[src/rtl/dmem_store_buffer.sv]
// Posted-write store FIFO in front of the SPRAM data cache. Loads bypass queued
// stores unless they hit a queued word; the cache's clk_stall becomes a handshake.
module dmem_store_buffer #(
  parameter int DEPTH = 4
) (
  input  logic        clk,
  input  logic        reset_n,
  input  logic        cpu_memread,
  input  logic        cpu_memwrite,
  input  logic [31:0] cpu_addr,
  input  logic [31:0] cpu_write_data,
  input  logic [3:0]  cpu_sign_mask,
  output logic [31:0] cpu_read_data,
  output logic        cpu_stall,
  output logic        mem_memread,
  output logic        mem_memwrite,
  output logic [31:0] mem_addr,
  output logic [31:0] mem_write_data,
  output logic [3:0]  mem_sign_mask,
  input  logic [31:0] mem_read_data,
  input  logic        mem_stall,
  output logic        empty
);
  localparam int AW = $clog2(DEPTH);

  typedef enum logic [1:0] {M_IDLE, M_ISSUE, M_WAIT} m_state_e;

  logic [31:0]   fifo_addr_q [DEPTH];
  logic [31:0]   fifo_data_q [DEPTH];
  logic [3:0]    fifo_mask_q [DEPTH];
  logic [AW-1:0] head_q, head_d, tail_q, tail_d;
  logic [AW:0]   count_q, count_d;
  m_state_e      state_q, state_d;
  logic          seen_stall_q, seen_stall_d;
  logic          cur_load_q, cur_load_d;
  logic          ld_pend_q, ld_pend_d;
  logic [31:0]   ld_addr_q, ld_addr_d;
  logic [3:0]    ld_mask_q, ld_mask_d;
  logic          ld_done_q, ld_done_d;
  logic [31:0]   cpu_read_data_q, cpu_read_data_d;
  logic          mem_memread_q, mem_memread_d;
  logic          mem_memwrite_q, mem_memwrite_d;
  logic [31:0]   mem_addr_q, mem_addr_d;
  logic [31:0]   mem_write_data_q, mem_write_data_d;
  logic [3:0]    mem_sign_mask_q, mem_sign_mask_d;

  logic [DEPTH-1:0] hit;
  logic             conflict, complete, pop, push, accept_load, ld_busy;
  logic             load_cand, store_cand, issue;
  logic [AW:0]      rem;
  logic [AW-1:0]    head_nx;

  // An entry is live when its distance from head is below count.
  genvar gi;
  generate
    for (gi = 0; gi < DEPTH; gi++) begin : g_hit
      logic [AW-1:0] ofs;
      assign ofs     = AW'(gi) - head_q;
      assign hit[gi] = ({1'b0, ofs} < count_q) &&
                       (fifo_addr_q[gi][31:2] == cpu_addr[31:2]);
    end
  endgenerate

  assign conflict    = |hit;
  assign complete    = (state_q == M_WAIT) && !mem_stall && seen_stall_q;
  assign pop         = complete && !cur_load_q;
  assign ld_busy     = ld_pend_q || ((state_q != M_IDLE) && cur_load_q);
  assign accept_load = cpu_memread && !ld_done_q && !ld_busy && !conflict;
  assign push        = cpu_memwrite && !cpu_memread &&
                       ((count_q < (AW+1)'(DEPTH)) || pop);
  assign rem         = count_q - (AW+1)'(pop);
  assign head_nx     = head_q + AW'(pop);
  assign load_cand   = ld_pend_q || accept_load;
  // A store pushed while nothing else is queued is issued straight from the inputs.
  assign store_cand  = (rem != '0) || push;

  always_comb begin
    cpu_stall = 1'b0;
    if (!reset_n)          cpu_stall = 1'b0;
    else if (cpu_memread)  cpu_stall = !ld_done_q;
    else if (cpu_memwrite) cpu_stall = !push;
  end

  always_comb begin
    state_d          = state_q;
    seen_stall_d     = seen_stall_q;
    cur_load_d       = cur_load_q;
    ld_pend_d        = ld_pend_q;
    ld_addr_d        = ld_addr_q;
    ld_mask_d        = ld_mask_q;
    ld_done_d        = 1'b0;
    cpu_read_data_d  = cpu_read_data_q;
    mem_memread_d    = 1'b0;
    mem_memwrite_d   = 1'b0;
    mem_addr_d       = mem_addr_q;
    mem_write_data_d = mem_write_data_q;
    mem_sign_mask_d  = mem_sign_mask_q;
    head_d           = head_nx;
    tail_d           = tail_q + AW'(push);
    count_d          = count_q + (AW+1)'(push) - (AW+1)'(pop);
    issue            = 1'b0;

    if (accept_load) begin
      ld_pend_d = 1'b1;
      ld_addr_d = cpu_addr;
      ld_mask_d = cpu_sign_mask;
    end

    case (state_q)
      M_IDLE: begin
        if (!mem_stall && (load_cand || store_cand)) issue = 1'b1;
      end
      M_ISSUE: begin
        state_d      = M_WAIT;
        seen_stall_d = 1'b0;
      end
      M_WAIT: begin
        if (mem_stall) begin
          seen_stall_d = 1'b1;
        end else if (seen_stall_q) begin
          if (cur_load_q) begin
            cpu_read_data_d = mem_read_data;
            ld_done_d       = 1'b1;
          end
          if (load_cand || store_cand) issue = 1'b1;
          else                         state_d = M_IDLE;
        end
      end
      default: state_d = M_IDLE;
    endcase

    if (issue) begin
      state_d = M_ISSUE;
      if (load_cand) begin
        mem_memread_d   = 1'b1;
        cur_load_d      = 1'b1;
        ld_pend_d       = 1'b0;
        mem_addr_d      = ld_pend_q ? ld_addr_q : cpu_addr;
        mem_sign_mask_d = ld_pend_q ? ld_mask_q : cpu_sign_mask;
      end else if (rem != '0) begin
        mem_memwrite_d   = 1'b1;
        cur_load_d       = 1'b0;
        mem_addr_d       = fifo_addr_q[head_nx];
        mem_write_data_d = fifo_data_q[head_nx];
        mem_sign_mask_d  = fifo_mask_q[head_nx];
      end else begin
        mem_memwrite_d   = 1'b1;
        cur_load_d       = 1'b0;
        mem_addr_d       = cpu_addr;
        mem_write_data_d = cpu_write_data;
        mem_sign_mask_d  = cpu_sign_mask;
      end
    end
  end

  always_ff @(posedge clk) begin
    if (!reset_n) begin
      state_q          <= M_IDLE;
      seen_stall_q     <= 1'b0;
      cur_load_q       <= 1'b0;
      ld_pend_q        <= 1'b0;
      ld_addr_q        <= '0;
      ld_mask_q        <= '0;
      ld_done_q        <= 1'b0;
      cpu_read_data_q  <= '0;
      mem_memread_q    <= 1'b0;
      mem_memwrite_q   <= 1'b0;
      mem_addr_q       <= '0;
      mem_write_data_q <= '0;
      mem_sign_mask_q  <= '0;
      head_q           <= '0;
      tail_q           <= '0;
      count_q          <= '0;
    end else begin
      state_q          <= state_d;
      seen_stall_q     <= seen_stall_d;
      cur_load_q       <= cur_load_d;
      ld_pend_q        <= ld_pend_d;
      ld_addr_q        <= ld_addr_d;
      ld_mask_q        <= ld_mask_d;
      ld_done_q        <= ld_done_d;
      cpu_read_data_q  <= cpu_read_data_d;
      mem_memread_q    <= mem_memread_d;
      mem_memwrite_q   <= mem_memwrite_d;
      mem_addr_q       <= mem_addr_d;
      mem_write_data_q <= mem_write_data_d;
      mem_sign_mask_q  <= mem_sign_mask_d;
      head_q           <= head_d;
      tail_q           <= tail_d;
      count_q          <= count_d;
    end
  end

  always_ff @(posedge clk) begin
    if (push) begin
      fifo_addr_q[tail_q] <= cpu_addr;
      fifo_data_q[tail_q] <= cpu_write_data;
      fifo_mask_q[tail_q] <= cpu_sign_mask;
    end
  end

  assign cpu_read_data  = cpu_read_data_q;
  assign mem_memread    = mem_memread_q;
  assign mem_memwrite   = mem_memwrite_q;
  assign mem_addr       = mem_addr_q;
  assign mem_write_data = mem_write_data_q;
  assign mem_sign_mask  = mem_sign_mask_q;
  assign empty          = (count_q == '0) && (state_q == M_IDLE) && !ld_pend_q;

endmodule

[config.mk]
export PLATFORM = sky130hd
export DESIGN_NAME = dmem_store_buffer
export DESIGN_NICKNAME = d
export VERILOG_FILES = /design/src/rtl/dmem_store_buffer.sv
export SDC_FILE = /design/constraint.sdc
export NUM_CORES = 1
export LEC_CHECK = 0
export CORE_MARGIN = 5
export CORE_UTILIZATION = 35
export DETAILED_ROUTE_END_ITERATION = 7
export GPL_TIMING_DRIVEN = 0
export PLACE_DENSITY = 0.63
export SYNTH_ARGS = -nofsm -noshare
export SYNTH_HDL_FRONTEND = slang
export SYNTH_SLANG_ARGS = --single-unit
[constraint.sdc]
create_clock -name clk -period 6.9 [get_ports clk]
set_input_delay 1.38 -clock clk [delete_from_list [all_inputs] [get_ports clk]]
set_output_delay 1.38 -clock clk [all_outputs]
set_load 0.05 [all_outputs]
==> Word-level counts from Yosys, hierarchy flattened <==
Memory sizes are Yosys's and may differ from the RTL's.
Index checks and enable logic that the tools add are counted.
{ "op_classes": {"add_sub_neg": 9, "eq_ne": 14, "n_mux": 30, "reduce_logical": 43, "n_bitwise": 6, "n_lt_le_gt_ge": 5} }
{ "ops": {"columns": ["operator", "n"], "rows": [
  ["$mux W32", 4],
  ["$eq A30 B30 Y1", 4],
  ["$mux W1", 17],
  ["$logic_and A1 B1 Y1", 16],
  ["$lt A2 B3 Y1", 4],
  ["$mux W4", 3],
  ["$reduce_and A4 Y1", 3],
  ["$ne A2 B2 Y1 const B", 5],
  ["$ne A3 B3 Y1 const B", 3],
  ["$logic_not A1 Y1", 8],
  ["$reduce_or A4 Y1", 2],
  ["$mux W2", 3],
  ["$not A1 Y1", 6],
  ["$pmux W2 S3", 1],
  ["$reduce_and A2 Y1", 3],
  ["$sub A3 B1 Y3", 2],
  ["$logic_or A1 B1 Y1", 5],
  ["$add A2 B1 Y2", 2],
  ["$pmux W1 S2", 2],
  ["$reduce_bool A2 Y1", 2],
  ["$sub A1 B2 Y2 const A", 2],
  ["$sub A2 B2 Y2 const A", 2],
  ["$add A3 B1 Y3", 1],
  ["$logic_not A3 Y1", 1],
  ["6 further kinds", 6]
]} }
{ "totals": {"output_inout_bits": 104, "reg_bits": 151, "ram_bits": 272, "memories": 3, "wordCells": 127} }
{ "memory_table": {"columns": ["memory", "depth", "word_bits", "rd", "rd_ports_with_merged_regs", "wr", "line", "rtl"], "rows": [
  ["fifo_addr_q", 4, 32, 5, 0, 1, "28", "logic [31:0] fifo_addr_q [DEPTH];"],
  ["fifo_data_q", 4, 32, 1, 0, 1, "29", "logic [31:0] fifo_data_q [DEPTH];"],
  ["fifo_mask_q", 4, 4, 1, 0, 1, "30", "logic [3:0] fifo_mask_q [DEPTH];"]
]} }

==> Depth between registers and ports, before layout <==
{ "logic_depth": {"depth_word": 14, "depth_mapped": 14, "depth_no_buf": 12} }

==> Least setup slack after synthesis <==
OpenSTA, ideal clock, no wires.
{ "synth_path": {"path_kind": "input to register", "from": "in mem_stall", "to": "mem fifo_addr_q[0][0], enable pin", "arrival_time_ps": 6498, "path_stages": 4, "path_buffers": 0, "slack_ps": -177, "setup_ps": 578, "cell_sequence": "nand3b_1 -> o21ai_0 -> nand3b_1 -> nor3_1"} }
{ "synth_via": {"elab_chain_len": 8} }
{ "synth_rtl": {"columns": ["element", "line", "rtl"], "rows": [
  ["start, declared", "21", "input logic mem_stall,"],
  ["$logic_not A1 Y1", "65", "assign complete = (state_q == M_WAIT) && !mem_stall && seen_stall_q;"],
  ["$logic_and A1 B1 Y1 (2 in a row)", "65", null],
  ["$logic_and A1 B1 Y1", "66", "assign pop = complete && !cur_load_q;"],
  ["$logic_or A1 B1 Y1", "70", "((count_q < (AW+1)'(DEPTH)) || pop);"],
  ["$logic_and A1 B1 Y1", "69", "assign push = cpu_memwrite && !cpu_memread &&"],
  ["$mux W1", "195", "if (push) begin"],
  ["$mux W1 (implied by the code)", "196", "fifo_addr_q[tail_q] <= cpu_addr;"],
  ["end, declared", "28", null]
]} }
No other way between the ends.

==> Worst setup path in the final report <==
{ "layout_path": {"from": "in mem_stall", "to": "out cpu_stall"} }
{ "layout_via": {"elab_chain_len": 10} }
{ "layout_rtl": {"columns": ["element", "line", "rtl"], "rows": [
  ["$logic_not A1 Y1", "65", null],
  ["$logic_and A1 B1 Y1 (2 in a row)", "65", null],
  ["$logic_and A1 B1 Y1", "66", null],
  ["$logic_or A1 B1 Y1", "70", null],
  ["$logic_and A1 B1 Y1", "69", null],
  ["$logic_not A1 Y1", "81", "else if (cpu_memwrite) cpu_stall = !push;"],
  ["$mux W1", "81", null],
  ["$mux W1", "80", "else if (cpu_memread) cpu_stall = !ld_done_q;"],
  ["$mux W1", "79", "if (!reset_n) cpu_stall = 1'b0;"],
  ["end, declared", "14", "output logic cpu_stall,"]
]} }
No other way between the ends.

==> results by group <==
Logic synthesis
  – Yosys Warn Count: 0
  – Largest family of logic cells by synthesized area: multiplexers
  – Complex-gate fraction of the synthesized area: 0.0843
  – Synth Area in Adders: 0.00741
  – Top cells by count, synth: 272 x edfxtp_1, 151 x dfxtp_1, 137 x nand2_1
  – Largest cells by area after synthesis: edfxtp_1 46%, dfxtp_1 17%, mux4_2 8.6%
  – Fraction of synthesized cell area in xor and xnor cells: 0.0612
  – Leading area contributor after synthesis: edfxtp_1
  – Syn Area/Cell: between 10 and 15 um2
  – Mapped cell area: around 18000 um2
  – Mux contribution to synthesized area: 0.123
  – EDFF count, synth: 272
  – Async S/R FF share, synth: 0
  – Post-Synth Simple-Gate Area: 0.0676
  – Sequential-to-total area share from yosys stat: 0.625
  – Top-area cell type share of the netlist area: 0.456
  – Cells after Synth: around 1300
  – Most common flop cell mapped by yosys: edfxtp_1
  – Synthesized Nets: approximately 1400
  – Netlist cell types: 49
  – Flops & latches, synth: roughly 420
  – Most common cell in the netlist: edfxtp_1

Critical path
  – Startpoint Class: input pin
  – Crit end category: output pin
  – WP data required: 5.52 ns
  – Critical Path AT: approximately 3.8 ns
  – Critical setup path kind: input pin to output pin
  – Critical-path maximum fanout: 5

Route
  – Drt wl/cell: 22.4 um
  – DRT Pass-1 Iters: 5
  – Met1 Routed Length: 21200 um
  – Drt total wl: 50500 um
  – Initial DRC Count: 759
  – Via count: roughly 12000
  – Vias per inst: roughly 5.2
  – WL met2: approximately 24000 um
  – Met3 WL: 3620 um
  – Final ANT Viol Nets: 0
  – DR top layer: met5
  – Remaining routing DRC violations: 0

Floorplan
  – Number of cell rows: 82
  – Die Area: between 50000 and 60000 um2
  – IO Count: 209
  – Die width: 236 um
  – Die height: 236 um
  – Initial core utilization: 0.355
  – Core area: about 50000 um2

Timing
  – # setup viols final: 0
  – Total Neg Setup Slack: 0 ns
  – Final hold violations: 0
  – Period Utilization, post-route: 0.744
  – Fmax achieved: around 190 MHz
  – Hold WS: between 0.4 and 0.5 ns
  – Slew Limit Fails: 0
  – Slew of the pin with the lowest slew margin: a little over 1 ns
  – Rel. slew slack: 0.328
  – RSZ-0062 raised after global routing: no
  – Min Tclk post-route: between 5 and 6 ns
  – Post-route clock skew: about 0.023 ns

Global route
  – Grt ovf: 0
  – GRT Total Usage: 0.176
  – Vias in the first global route: 12042
  – Initial antenna violation count: 6
  – First-pass GRT wire length: 76000 um
  – Largest net degree at the start of global routing: 52

Clock network
  – CTS tree: done
  – Setup Buffers After CTS: 0
  – Clk slew on worst S/H paths: 0.06 ns
  – Clk_lat worst skew: 0.59 ns
  – Hold-fix buffers, CTS: 0
  – Clk buf depth: 3
  – H-tree depth: 2
  – Clk sinks: approximately 420
  – Clock Tree Root: clkbuf_16
  – Resized cells post-CTS: 0
  – Total CTS buffers: 47

Power
  – Pwr dens: ~280 nW/um2
  – Peak VDD IR: about 0.00019 V
  – Leakage: 0.00791 uW

Cells and area
  – Share of layout cells above drive strength 1: 0.124
  – Area Overhead vs Synth: 26.8%
  – Fill count: between 4000 and 5000
  – Total Nets Final: 1654

Run
  – Max cap viols: 0

Placed design
  – Placer's final routability congestion estimate: 0.898
  – Number of I/O port buffers: 207
  – Hpwl dp: approximately 36000 um

Min path
  – Hold WC Path Type: flip-flop to flip-flop

Run status
  – Outcome: complete, no violations
[through the flow]
step | power [uW] | instances | utilization | instance area, um2 | setup slack, ns
global placement | 3970 | 2150 | 0.413 | 20800 | -2.23
detailed placement | 3990 | 2162 | 0.420 | 21100 | 1.30
finish | 6470 | 2253 | 0.451 | 22700 | 1.76
CTS | 6530 | 2249 | 0.451 | 22700 | 1.72
floorplan | 3560 | 1271 | - | 17900 | 1.49
global route | 6710 | 2250 | 0.451 | 22700 | 1.64
[worst max-delay path, stage by stage]
cell,delay [ns]
clkdlybuf4s50_1,0.55
nand3b_1,0.17
o21ai_0,0.11
or3b_2,0.48
a21boi_0,0.17
clkdlybuf4s50_1,0.87
[flip-flops by register name (all words and copies together) (netlist names)]
name,flops
ld_done_q,1
fifo_data_q,128
count_q,3
cpu_read_data,32
cur_load_q,1
fifo_addr_q,128
mem_sign_mask,4
ld_addr_q,32
mem_memwrite,1
tail_q,2
mem_write_data,32
head_q,2
ld_pend_q,1
mem_addr,32
ld_mask_q,4
mem_memread,1
fifo_mask_q,16
seen_stall_q,1
state_q,2
[per-layer routing]
layer,up-vias,track usage
met3,86,0.0431
met1,5847,0.230
li1,5322,-
met2,396,0.292
met4,6,0.0509
met5,-,0
[path summary, 6_finish.rpt]
check | slack [ns] | startpoint | end | depth (start not counted)
worst max register to register | 2.62 | state_q[1] | mem_addr[11] | 10
worst min-delay path | 0.46 | cpu_read_data[8] | cpu_read_data[8] | 2
worst max-delay path | 1.76 | mem_stall | cpu_stall | 6
worst min register to register | 0.46 | cpu_read_data[8] | cpu_read_data[8] | 2
[cell usage in the layout, fill, tap and decap left out, types with 4 or more instances in the layout]
cell type / instances
edfxtp_1: 272
clkdlybuf4s50_1: 207
dfxtp_1: 151
nand2_1: 137
xor2_1: 83
clkbuf_1: 74
mux4_2: 68
mux2i_1: 67
clkbuf_16: 47
xnor2_1: 42
nor2b_1: 39
o21ai_0: 38
a21boi_0: 36
a31oi_1: 35
a32oi_1: 33
o211a_1: 32
buf_2: 30
nor4_1: 19
inv_1: 16
clkinv_1: 11
nand4_1: 10
and2_1: 9
ha_1: 9
buf_16: 8
nand3_1: 7
clkinv_2: 7
nor2_1: 6
o32ai_1: 6
nor3_1: 6
buf_6: 6
bufinv_16: 6
nand2b_1: 5
a21oi_1: 5
diode_2: 4
buf_4: 4
o2111ai_1: 4
[logic make-up after synthesis]
kind of cell	after synthesis
DFF	423
and+or+nand+nor	252
AOI/OAI and AO/OA	202
muxes	135
xor gates and xnor gates	125
buffers and inverters	124
adders and majority gates	10
[layout make-up]
cell class              count  area, um2  area share
clock buffers              57       1220      0.0539
diodes                      4       10.0    0.000441
multi-input cells         724       6180       0.272
clock inverters            30        330      0.0145
flip-flops and latches    423      11200       0.493
inverters                  16       60.1     0.00264
repair buffers            219       2370       0.104
well taps                 672        841      0.0370
plain buffers             108        503      0.0222
[power breakdown]
group / internal, uW / switching (uW)
clock network: 1490 / 1040
logic: 382 / 661
registers: 2820 / 70.5
Power figures use the tool's default switching activity.
